## src/rtl/qedmma_link_pkg.sv

```systemverilog
// Shared constants and types for the QEDMMA link-health blocks.
// Ping/pong magic words (ASCII "QEDMPING"/"QEDMPONG") and the TX arbiter state encoding.
package qedmma_link_pkg;

  localparam logic [63:0] PING_MAGIC = 64'h5145_444D_5049_4E47;
  localparam logic [63:0] PONG_MAGIC = 64'h5145_444D_504F_4E47;

  typedef enum logic [1:0] {
    ST_IDLE = 2'd0,
    ST_PONG = 2'd1,
    ST_USER = 2'd2
  } tx_arb_state_t;

endpackage

```

## src/rtl/link_tx_frame_mux.sv

```systemverilog
// Frame-boundary two-source arbiter; the priority source wins at every boundary.
// Latency: zero once a source is granted; one idle (ST_IDLE) cycle between frames.
// Backpressure: out_ready goes straight to the granted source; a frame is never interrupted.
module link_tx_frame_mux
  import qedmma_link_pkg::*;
#(
  parameter int DATA_WIDTH = 64
) (
  input  logic                  clk,
  input  logic                  rst,
  input  logic                  pri_req,
  input  logic [DATA_WIDTH-1:0] pri_data,
  input  logic                  pri_valid,
  input  logic                  pri_last,
  output logic                  pri_ready,
  input  logic [DATA_WIDTH-1:0] sec_data,
  input  logic                  sec_valid,
  input  logic                  sec_last,
  output logic                  sec_ready,
  output logic [DATA_WIDTH-1:0] out_data,
  output logic                  out_valid,
  output logic                  out_last,
  input  logic                  out_ready
);

  tx_arb_state_t state;

  // pri_req is only looked at in ST_IDLE; once granted the priority source
  // is driven from pri_valid so an in-flight frame completes even if its request drops.
  always_ff @(posedge clk) begin
    if (rst) begin
      state <= ST_IDLE;
    end else begin
      unique case (state)
        ST_IDLE: begin
          if (pri_req)        state <= ST_PONG;
          else if (sec_valid) state <= ST_USER;
        end
        ST_PONG: if (pri_valid && out_ready && pri_last) state <= ST_IDLE;
        ST_USER: if (sec_valid && out_ready && sec_last) state <= ST_IDLE;
        default: state <= ST_IDLE;
      endcase
    end
  end

  always_comb begin
    out_data  = '0;
    out_valid = 1'b0;
    out_last  = 1'b0;
    pri_ready = 1'b0;
    sec_ready = 1'b0;
    unique case (state)
      ST_PONG: begin
        out_data  = pri_data;
        out_valid = pri_valid;
        out_last  = pri_last;
        pri_ready = out_ready;
      end
      ST_USER: begin
        out_data  = sec_data;
        out_valid = sec_valid;
        out_last  = sec_last;
        sec_ready = out_ready;
      end
      default: ;
    endcase
  end

endmodule

```

## src/rtl/link_echo_responder.sv

```systemverilog
// Ping responder: strips single-beat ping frames from RX, queues pongs and merges them into TX ahead of user frames.
// Latency: RX and user-TX passthrough 0 cycles; ping accepted in cycle N -> pong tx_valid in cycle N+2.
// Backpressure: pings always consumed (dropped when QUEUE_DEPTH pongs pending); stats counters built only with LINK_ECHO_STATS_EN.
module link_echo_responder
  import qedmma_link_pkg::*;
#(
  parameter int DATA_WIDTH  = 64,
  parameter int QUEUE_DEPTH = 4
) (
  input  logic                           clk,
  input  logic                           rst,
  input  logic                           enable,
  input  logic [DATA_WIDTH-1:0]          rx_data,
  input  logic                           rx_valid,
  input  logic                           rx_last,
  output logic                           rx_ready,
  output logic [DATA_WIDTH-1:0]          usr_rx_data,
  output logic                           usr_rx_valid,
  output logic                           usr_rx_last,
  input  logic                           usr_rx_ready,
  input  logic [DATA_WIDTH-1:0]          usr_tx_data,
  input  logic                           usr_tx_valid,
  input  logic                           usr_tx_last,
  output logic                           usr_tx_ready,
  output logic [DATA_WIDTH-1:0]          tx_data,
  output logic                           tx_valid,
  output logic                           tx_last,
  input  logic                           tx_ready,
  output logic [$clog2(QUEUE_DEPTH+1)-1:0] pending,
  output logic [31:0]                    pings_rx,
  output logic [31:0]                    pongs_tx,
  output logic [31:0]                    pings_dropped
);

  localparam int PW = $clog2(QUEUE_DEPTH + 1);

  logic          rx_sof;
  logic          ping_beat;
  logic          pend_full;
  logic          ping_queue;
  logic          pong_hs;
  logic          pong_req;
  logic [PW-1:0] pending_q;

  assign ping_beat = enable && rx_sof && rx_valid && rx_last && (rx_data[63:0] == PING_MAGIC);

  assign rx_ready     = !rst && (ping_beat || usr_rx_ready);
  assign usr_rx_valid = !rst && rx_valid && !ping_beat;
  assign usr_rx_data  = rx_data;
  assign usr_rx_last  = rx_last;

  // Frame position is tracked even while disabled so enabling mid-frame is safe.
  always_ff @(posedge clk) begin
    if (rst)                       rx_sof <= 1'b1;
    else if (rx_valid && rx_ready) rx_sof <= rx_last;
  end

  assign pend_full  = (pending_q == PW'(QUEUE_DEPTH));
  assign ping_queue = ping_beat && !pend_full;

  always_ff @(posedge clk) begin
    if (rst || !enable) begin
      pending_q <= '0;
    end else begin
      unique case ({ping_queue, pong_hs && (pending_q != '0)})
        2'b10:   pending_q <= pending_q + PW'(1);
        2'b01:   pending_q <= pending_q - PW'(1);
        default: pending_q <= pending_q;
      endcase
    end
  end

  assign pending  = pending_q;
  assign pong_req = enable && (pending_q != '0);

  link_tx_frame_mux #(
    .DATA_WIDTH(DATA_WIDTH)
  ) u_tx_mux (
    .clk       (clk),
    .rst       (rst),
    .pri_req   (pong_req),
    .pri_data  (DATA_WIDTH'(PONG_MAGIC)),
    .pri_valid (1'b1),
    .pri_last  (1'b1),
    .pri_ready (pong_hs),
    .sec_data  (usr_tx_data),
    .sec_valid (usr_tx_valid),
    .sec_last  (usr_tx_last),
    .sec_ready (usr_tx_ready),
    .out_data  (tx_data),
    .out_valid (tx_valid),
    .out_last  (tx_last),
    .out_ready (tx_ready)
  );

`ifdef LINK_ECHO_STATS_EN
  logic        ping_drop;
  logic [31:0] pings_rx_q;
  logic [31:0] pongs_tx_q;
  logic [31:0] pings_dropped_q;

  assign ping_drop = ping_beat && pend_full;

  always_ff @(posedge clk) begin
    if (rst) begin
      pings_rx_q      <= '0;
      pongs_tx_q      <= '0;
      pings_dropped_q <= '0;
    end else begin
      if (ping_beat) pings_rx_q      <= pings_rx_q + 32'd1;
      if (pong_hs)   pongs_tx_q      <= pongs_tx_q + 32'd1;
      if (ping_drop) pings_dropped_q <= pings_dropped_q + 32'd1;
    end
  end

  assign pings_rx      = pings_rx_q;
  assign pongs_tx      = pongs_tx_q;
  assign pings_dropped = pings_dropped_q;
`else
  assign pings_rx      = '0;
  assign pongs_tx      = '0;
  assign pings_dropped = '0;
`endif

endmodule

```

## config.mk

```make
export PLATFORM = sky130hd
export DESIGN_NAME = link_echo_responder
export DESIGN_NICKNAME = d
export VERILOG_FILES = /design/src/rtl/qedmma_link_pkg.sv /design/src/rtl/link_tx_frame_mux.sv /design/src/rtl/link_echo_responder.sv
export SDC_FILE = /design/constraint.sdc
export NUM_CORES = 1
export LEC_CHECK = 0
export CORE_AREA = 2 2 144 146
export DETAILED_ROUTE_END_ITERATION = 10
export DIE_AREA = 0 0 146 148
export HOLD_SLACK_MARGIN = 0.1
export PLACE_DENSITY_LB_ADDON = 0.08
export SYNTH_ARGS = -nofsm -noshare
export SYNTH_HDL_FRONTEND = slang
export SYNTH_SLANG_ARGS = --single-unit
export TNS_END_PERCENT = 5
```

## constraint.sdc

```tcl
create_clock -name clk -period 4.4 [get_ports clk]
set_input_delay 0.88 -clock clk [delete_from_list [all_inputs] [get_ports clk]]
set_output_delay 0.88 -clock clk [all_outputs]
set_load 0.005 [all_outputs]
```

# Yosys cells after proc, flatten, opt, wreduce, memory -nomap -nowiden
# Cells that the tools add are included.
dict set report totals {
  regBits 6
  memories 0
  ramBits 0
  latchBits 0
  rom_bits 0
  output_inout_bits 233
}
dict set report op_classes {
  n_mux 11
  div_mod_pow 0
  mul 0
  eq_ne 9
  n_lt_le_gt_ge 0
  reduce_logical 23
  shift 0
  n_addsub 2
  bitwise_logic 0
}
# op count
set op_table {}
lappend op_table {{64-bit case mux with 2 select lines} 1}
lappend op_table {{64-bit by 63-bit == test with 1-bit output (second input constant)} 1}
lappend op_table {{1-bit logical AND} 13}
lappend op_table {{2-bit two-way mux} 4}
lappend op_table {{2-bit case mux with 3 select lines} 1}
lappend op_table {{3-bit case mux with 2 select lines} 1}
lappend op_table {{2-bit by 1-bit == test with 1-bit output (second input constant)} 2}
lappend op_table {{2-bit == test (second input constant)} 2}
lappend op_table {{1-bit zero test} 4}
lappend op_table {{1-bit case mux with 2 select lines} 2}
lappend op_table {{3-bit by 1-bit adder with 3-bit output (second input constant)} 1}
lappend op_table {{3-bit == test (second input constant)} 1}
lappend op_table {{3-bit inequality test (second input constant)} 1}
lappend op_table {{3-bit AND reduction} 1}
lappend op_table {{3-bit nonzero test} 1}
lappend op_table {{3-bit by 1-bit subtractor with 3-bit output (second input constant)} 1}
lappend op_table {{2-bit zero test} 1}
lappend op_table {{1-bit logical OR} 2}
lappend op_table {{1-bit two-way mux} 2}
lappend op_table {{2-bit by 1-bit inequality test with 1-bit output (second input constant)} 1}
lappend op_table {{2-bit inequality test (second input constant)} 1}
lappend op_table {{2-bit nonzero test} 1}

# Logic depth before layout (Yosys ltp)
# Gate-level depths: netlist of the first run.
dict set report depth {
  word_depth 7
  ltp_mapped 11
  depth_no_buf 11
}

# By module
# Synthesis of the first run repeated with hierarchy kept, for this count alone.
dict set report hier_totals {
  cells_unflattened 399
  area_unflattened_um2 2905.3
}
# mod cells_each seq_area_each_um2 instances area_per_inst_um2
set by_module_without_submodules {}
lappend by_module_without_submodules {link_echo_responder 219 80.1 1 1657.8}
lappend by_module_without_submodules {link_tx_frame_mux 180 40.0 1 1247.4}

# Worst setup path before layout of the first run
# OpenSTA, ideal clock, no wires.
dict set report synth_path {
  kind {input to register}
  startpoint {input rx_data[5]}
  endpoint {register pending_q[2] (netlist: pending[2])}
  t_required_ns 4.330
  arrival_time_ns 2.880
  n_path_buf 0
  cell_stages 10
  setup_time_ns 0.070
  path_slack_ns 1.450
  cell_sequence {or4b_1 -> nor4_1 -> nand4_1 -> a31o_1 -> ha_1 -> inv_1 -> fa_1 -> xor2_1 -> or3_1 -> a21oi_1}
}
dict set report synth_via {
  elab_chain_cells 5
  elab_cells_between_ends 7
}
# element line_no
set synth_lines {}
lappend synth_lines {{start, declared} link_echo_responder.sv:13} ;# input logic [DATA_WIDTH-1:0] rx_data,
lappend synth_lines {{64-bit by 63-bit == test with 1-bit output *} link_echo_responder.sv:45} ;# assign ping_beat = enable && rx_sof && rx_valid && rx_last && (rx_data[63:0] == PING_MAGIC);
lappend synth_lines {{1-bit logical AND *} link_echo_responder.sv:45}
lappend synth_lines {{1-bit logical AND *} link_echo_responder.sv:59} ;# assign ping_queue = ping_beat && !pend_full;
lappend synth_lines {{2-bit by 1-bit == test with 1-bit output or 2-bit == test (tied branches)} link_echo_responder.sv:65} ;# unique case ({ping_queue, pong_hs && (pending_q != '0)})
lappend synth_lines {{3-bit case mux with 2 select lines or 2-bit nonzero test (tied branches)} -}
lappend synth_lines {{end signal, assigned} link_echo_responder.sv:66} ;# 2'b10: pending_q <= pending_q + PW'(1);
lappend synth_lines {{end signal, assigned} link_echo_responder.sv:67} ;# 2'b01: pending_q <= pending_q - PW'(1);
lappend synth_lines {{end signal, assigned} link_echo_responder.sv:68} ;# default: pending_q <= pending_q;
lappend synth_lines {{end, declared} link_echo_responder.sv:43} ;# logic [PW-1:0] pending_q;
# Every way passes the cells marked *; elsewhere a longest branch is shown, timed or not.
# A chain may end at the register's enable or synchronous reset.

# Worst setup path in the final report of the first run
dict set report layout_path {
  startpoint {input rx_data[21]}
  endpoint {output rx_ready}
}
dict set report layout_via {
  elab_chain_cells 4
}
# element line_no
set layout_lines {}
lappend layout_lines {{64-bit by 63-bit == test with 1-bit output} link_echo_responder.sv:45}
lappend layout_lines {{1-bit logical AND} link_echo_responder.sv:45}
lappend layout_lines {{1-bit logical OR} link_echo_responder.sv:47} ;# assign rx_ready = !rst && (ping_beat || usr_rx_ready);
lappend layout_lines {{1-bit logical AND} link_echo_responder.sv:47}
lappend layout_lines {{end, declared} link_echo_responder.sv:16} ;# output logic rx_ready,
# Every way passes these cells.

==> results of run 1 <==
==> tightest hold or removal path, cell delays in order, from the launching register on <==
cell and delay (ns):
dfxtp_1 0.32, o21ai_0 0.08, a21oi_1 0.06
==> path summary, 6_finish.rpt <==
kind	from	slack, ns	cells past startpoint	endpoint
setup / recovery	rx_data[21]	0.24	8	rx_ready
hold / removal	u_tx_mux.state[0]	0.51	2	u_tx_mux.state[0]
setup reg to reg	u_tx_mux.state[1]	2.00	10	pending[2]
hold reg to reg	u_tx_mux.state[0]	0.51	2	u_tx_mux.state[0]
==> logic make-up after synthesis <==
| group | Yosys count | share of synthesized area (%) |
|---|---|---|
| buffers and inverters | 177 | 55.23 |
| and+or+nand+nor | 141 | 32.68 |
| AOI/OAI and AO/OA | 12 | 2.887 |
| DFF | 6 | 5.229 |
| adders and majority gates | 5 | 3.050 |
| xor gates and xnor gates | 2 | 0.7627 |
| other | 1 | 0.1632 |
==> registers in the layout (all words and copies together), names as in the netlist <==
name            count
pending             3
u_tx_mux.state      2
rx_sof              1
==> final cells by class <==
type / instances / area (sq um)
tap: 270 / 337.8
clock buffer: 3 / 75.07
sequential: 6 / 120.1
multi-input combinational: 256 / 1275
fill: 2251 / 15440
inverter: 6 / 22.52
timing repair buffer: 278 / 2770
==> what timing repair did <==
action	CTS	global route
buffers inserted	0	0
setup endpoints to repair	0	1
gates resized for setup	0	1
hold endpoints to repair	0	0
==> metal layers <==
layer / GRT usage (%) / wire length [um] / up-vias
li1: - / - / 1247
met3: 3.457 / 1299 / 2
met4: 0.8738 / 27 / 0
met5: 0 / 0 / -
met2: 18.87 / 6016 / 219
met1: 9.123 / 3811 / 1166
==> layout by cell type, fill, tap and decap left out, types with 3 or more instances in the layout <==
| cell type | n |
|---|---|
| nand4_1 | 6 |
| clkbuf_16 | 3 |
| nor2_1 | 66 |
| and2_1 | 38 |
| ha_1 | 4 |
| nor3_1 | 5 |
| conb_1 | 96 |
| inv_1 | 6 |
| dfxtp_1 | 6 |
| clkdlybuf4s50_1 | 273 |
| buf_4 | 5 |
| nor4b_1 | 5 |
| nand2_1 | 4 |
| a21oi_1 | 7 |
==> power breakdown <==
| group | switching (mW) | internal (mW) | leakage [nW] |
|---|---|---|---|
| Combinational | 0.120 | 0.228 | 1.72 |
| Sequential | 0.00147 | 0.0563 | 0.0488 |
| Clock | 0.0313 | 0.117 | 0.0370 |
| Total | 0.153 | 0.401 | 1.81 |
==> impl_results.md, run 1 <==
- Total number of yosys warnings: 0
- Tot Pwr: 0.5542 mW
- Tcrit/Tclk final: 94.51%
- Mean area per synthesized cell: 6.678 sq um
- Post-place setup slack: 0.02715 ns
- Vias in the first global route: 2,632
- Unique cell type count in the Yosys netlist: 31
- Static Leakage: 1.809 nW
- CP peak stage delay: 0.54 ns
- Initial DRC count: 39
- Design area: 0.004601 sq mm
- Core ar.: 0.02004 sq mm
- Outcome: finished, final reports clean
- Initial core utilization: 11.46%
- Die ar.: 0.02161 sq mm
- Wirelength per Cell: 13.62 um
- Worst skew pair latency: 0.23 ns
- TritonCTS clock tree: yes
- Root Buffer: clkbuf_16
- Final Non-Filler Cells: 819
- Kind of cell adding the most delay to the critical path: buffers and inverters
- Gate count after technology mapping: 344
- Yosys top cell area share: 52.61%
- Worst Path Arrival: 3.28 ns
- Top post-synthesis cells by count: 161 x buf_4, 66 x nor2_1, 38 x and2_1
- Max VDD drop: 0.06690 mV
- Critical-path cell list: clkdlybuf4s50_1 -> nor4b_2 -> buf_4 -> nand4_1 -> nor4_1 -> nand4_1 -> a21oi_1 -> clkdlybuf4s50_1
- Hold buffer count at cts: 0
- Fin nets: 693
- Drt total wl: 11.15 mm
- Die width: 146 um
- Final core occ: 22.96%
- I/O Pins: 370
- Seq/Total Area, Yosys: 5.229%
- Post-route minimum period: 4.158 ns
- DRT Pass-1 Iters: 4
- Post-Place Cells: 816
- Worst path bufs/invs: 3
- Ys async rst share: 0%
- Post-synth EDFFs: 0
- Placer Congestion: 0.7233
- Critical path fanouts, max: 3
- Global Route Usage Sum: 9.250%
- Final worst-path setup slack: 0.2416 ns
- Setup Viol. Count Final: 0
- Mapped cell area: 0.002297 sq mm
- First-pass GRT wire length: 15.54 mm
- Slew Limit Fails: 0
- Ant diodes: 0
- Critical Path End Type: primary output
- Routed vias/inst: 3.216
- Sink Count: 6
- Row count: 52
- Kind of critical path: input port to primary output
- Crit path max-delay cell type: clkdlybuf4s50_1
- Startpoint Class: input port
- Clock skew: 0.002451 ns
- Setup TNS: 0 ns
- Clock buffer count from CTS: 3
- Clk buf depth: 2
- Clk slew on worst S/H paths: 0.04 ns
- Max Cap Viol: 0
- Synth Register Bits: 6
- Global route overflow: 0
- Dpl hpwl: 9.982 mm
- Hold Violations, Final: 0
- Area contributors post-synth: buf_4 53%, nor2_1 11%, and2_1 10%
- Pwr Density: 120.5 mW/mm^2
- FMAX: 240.5 MHz
- H-tree levels: 1
- Top FF cell, synth: dfxtp_1
- Worst min path class: flop to flop
- Cell with the most instances after synthesis: buf_4
- Port bufs: 273
- Antenna viol nets, final: 0
- Antenna violations before repair: 0
- Unrepaired setup endpoints after global routing: false
- Die Ht: 148 um
- Post-place instance area: 0.004519 sq mm
- Cell accounting for the most synthesized area: buf_4
- DRC viols: 0
- Share of layout cells above drive strength 1: 2.004%
- Area growth from synthesis to layout: 100.3%
- Vias: 2,634
- Worst hold slack: 0.5068 ns
- CP required: 3.52 ns
- Largest net degree at the start of global routing: 42
(Power assumes the default switching activity.)
==> run 2: changes to the inputs <==
Settings changed: ABC_AREA set to 1.
==> run 2 against run 1 <==
Net effect: total power increased by 120%; utilization grew 2.0 points; wire length down 5.8%; die area stayed put; register-to-register slack better by 0.13 ns; highest routed layer unchanged.
==> impl_results.md, run 2 <==
- Outcome: finished, final reports clean
- Worst skew pair latency: 0.23 ns (about the same)
- I/O Pins: 370 (unchanged)
- H-tree levels: 1 (unchanged)
- Seq/Total Area, Yosys: 4.400% (-0.83 points)
- Yosys top cell area share: 44.27% (-8.3 points)
- Setup Viol. Count Final: 0 (unchanged)
- Post-synth EDFFs: 0 (unchanged)
- Ys async rst share: 0% (unchanged)
- CP required: 3.52 ns (about the same)
- DRT Pass-1 Iters: 4 (unchanged)
- Gate count after technology mapping: 487 (+42%)
- Unique cell type count in the Yosys netlist: 28 (-9.7%)
- Tcrit/Tclk final: 82.27% (-12 points)
- Design area: 0.005004 sq mm (+8.8%)
- Clock buffer count from CTS: 3 (unchanged)
- Post-CTS Resized: 0 (unchanged)
- Vias in the first global route: 3,077 (+17%)
- Max Cap Viol: 0 (unchanged)
- Worst hold slack: 0.5214 ns (+0.01458 ns)
- Largest net degree at the start of global routing: 41 (-2.4%)
- Share of layout cells above drive strength 1: 4.348% (+2.3 points)
- Clock skew: 0.002901 ns (+0.0004503 ns)
- Top FF cell, synth: dfxtp_1
- FMAX: 276.2 MHz (+15%)
- Vias: 3,139 (+19%)
- Placer Congestion: 0.7700 (+6.5%)
- Post-place setup slack: 0.6737 ns (+0.6465 ns)
- Most frequent cells in the layout: 273 x clkdlybuf4s50_1, 96 x conb_1, 91 x nor2_1
- Die ar.: 0.02161 sq mm (unchanged)
- Setup TNS: 0 ns (unchanged)
- Die Ht: 148 um (unchanged)
- Kind of critical path: input port to primary output
- Area growth from synthesis to layout: 83.27%
- Core ar.: 0.02004 sq mm (unchanged)
- Global Route Usage Sum: 8.789% (-0.46 points)
- Final core occ: 24.97% (+2.0 points)
- Max VDD drop: 0.1393 mV (+110%)
- Die width: 146 um (unchanged)
- Post-CTS setup buffer count: 0 (unchanged)
- Clk buf depth: 2 (unchanged)
- Initial core utilization: 13.62% (+2.2 points)
- Global route overflow: 0 (unchanged)
- Unrepaired setup endpoints after global routing: false
- Worst min path class: flop to flop
- Antenna viol nets, final: 0 (unchanged)
- Slew Limit Fails: 0 (unchanged)
- Fin nets: 834 (+20%)
- Synth Register Bits: 6 (unchanged)
- Mapped cell area: 0.002730 sq mm (+19%)
- Cell with the most instances after synthesis: buf_4
- Clk slew on worst S/H paths: 0.04 ns (about the same)
- Hold buffer count at cts: 0 (unchanged)
- Worst Path Arrival: 2.74 ns (-0.54 ns)
- Pwr Density: 245.7 mW/mm^2 (+100%)
- Sink Count: 6 (unchanged)
- Leading cell type in the layout, fill and taps excluded: clkdlybuf4s50_1
- Row count: 52 (unchanged)
- Hold Violations, Final: 0 (unchanged)
- Total number of yosys warnings: 0 (unchanged)
- Area contributors post-synth: buf_4 44%, nor2_1 13%, inv_1 10%
- Critical path fanouts, max: 2 (-1)
- Post-place instance area: 0.004928 sq mm (+9.1%)
- Antenna violations before repair: 0 (unchanged)
- Post-route minimum period: 3.620 ns (-0.5384 ns)
- Final worst-path setup slack: 0.7800 ns (+0.5384 ns)
- Max reg flops: 3 (unchanged)
- Port bufs: 273 (unchanged)
- Initial DRC count: 16 (-59%)
- Root Buffer: clkbuf_16
- Top post-synthesis cells by count: 161 x buf_4, 91 x nor2_1, 76 x inv_1, 76 x nand2_1, 9 x inv_2
- First-pass GRT wire length: 15.44 mm (-0.66%)
- Ant diodes: 0 (unchanged)
- Drt total wl: 10.50 mm (-5.8%)
- Critical Path End Type: primary output
- DRC viols: 0 (unchanged)
- Wirelength per Cell: 10.94 um (-20%)
- TritonCTS clock tree: yes
- Startpoint Class: input port
- Static Leakage: 2.408 nW (+33%)
- Routed vias/inst: 3.270 (+1.7%)
- Dpl hpwl: 9.602 mm (-3.8%)
- Mean area per synthesized cell: 5.606 sq um (-16%)
- Cell accounting for the most synthesized area: buf_4
## run 2: cell types whose count changed in the layout (fill, tap and decap cells not counted), sizes merged, moves of 3 or more
cell   before  now
and2       38    0
inv         6   85
nand2       4   80
nand3       0    7
nor2       66   98
nor3        5    2
nor4        2    8
nor4b       7    0
## run 2: cell type report
type                       instances  area [sq um]
multi-input combinational        320          1396
clock buffer                       3         75.07
inverter                          85         319.1
tap                              270         337.8
timing repair buffer             276          2755
fill                            2259         15040
sequential                         6         120.1
## run 2: final timing paths
check | from | to | slack, ns | cells after the start
setup / recovery | rx_data[60] | usr_rx_valid | 0.78 | 8
hold / removal | u_tx_mux.state[1] | u_tx_mux.state[1] | 0.52 | 2
setup reg to reg | u_tx_mux.state[1] | pending[2] | 2.13 | 12
hold reg to reg | u_tx_mux.state[1] | u_tx_mux.state[1] | 0.52 | 2
## run 2: kinds of logic after synthesis
family | share of synthesized area [%]
adders and majority gates | 2.567
AOI/OAI and AO/OA | 2.566
DFF | 4.400
xor gates and xnor gates | 0.3209
other | 0.1374
buffers and inverters | 57.65
and+or+nand+nor | 32.36
## run 2: power breakdown
group	internal, mW	total [mW]	switching (mW)
clock network	0.117	0.147	0.0302
registers	0.0641	0.0692	0.00511
logic	0.570	1.01	0.443
total	0.751	1.23	0.479
## run 2: per-stage QoR
stage | instances | power [mW]
after floorplan | 582 | 0.5617
after global placement | 957 | 1.116
after detailed placement | 957 | 1.101
after CTS | 960 | 1.261
after global routing | 960 | 1.354
final | 960 | 1.230
## run 2: critical path: stages
cell             delay (ns)
clkdlybuf4s50_1        0.48
nand2_1                0.05
nor2_1                 0.17
nor3b_1                0.34
nand3_1                0.16
nor2_1                 0.15
nor2_1                 0.06
clkdlybuf4s50_1        0.45
## run 2: layer usage
layer	track usage, %	share of wire (%)	vias to the layer above
met5	0	0	-
met4	1.748	1.1	0
met3	2.994	11	6
met2	18.49	56	205
met1	8.048	32	1343
li1	-	-	1585
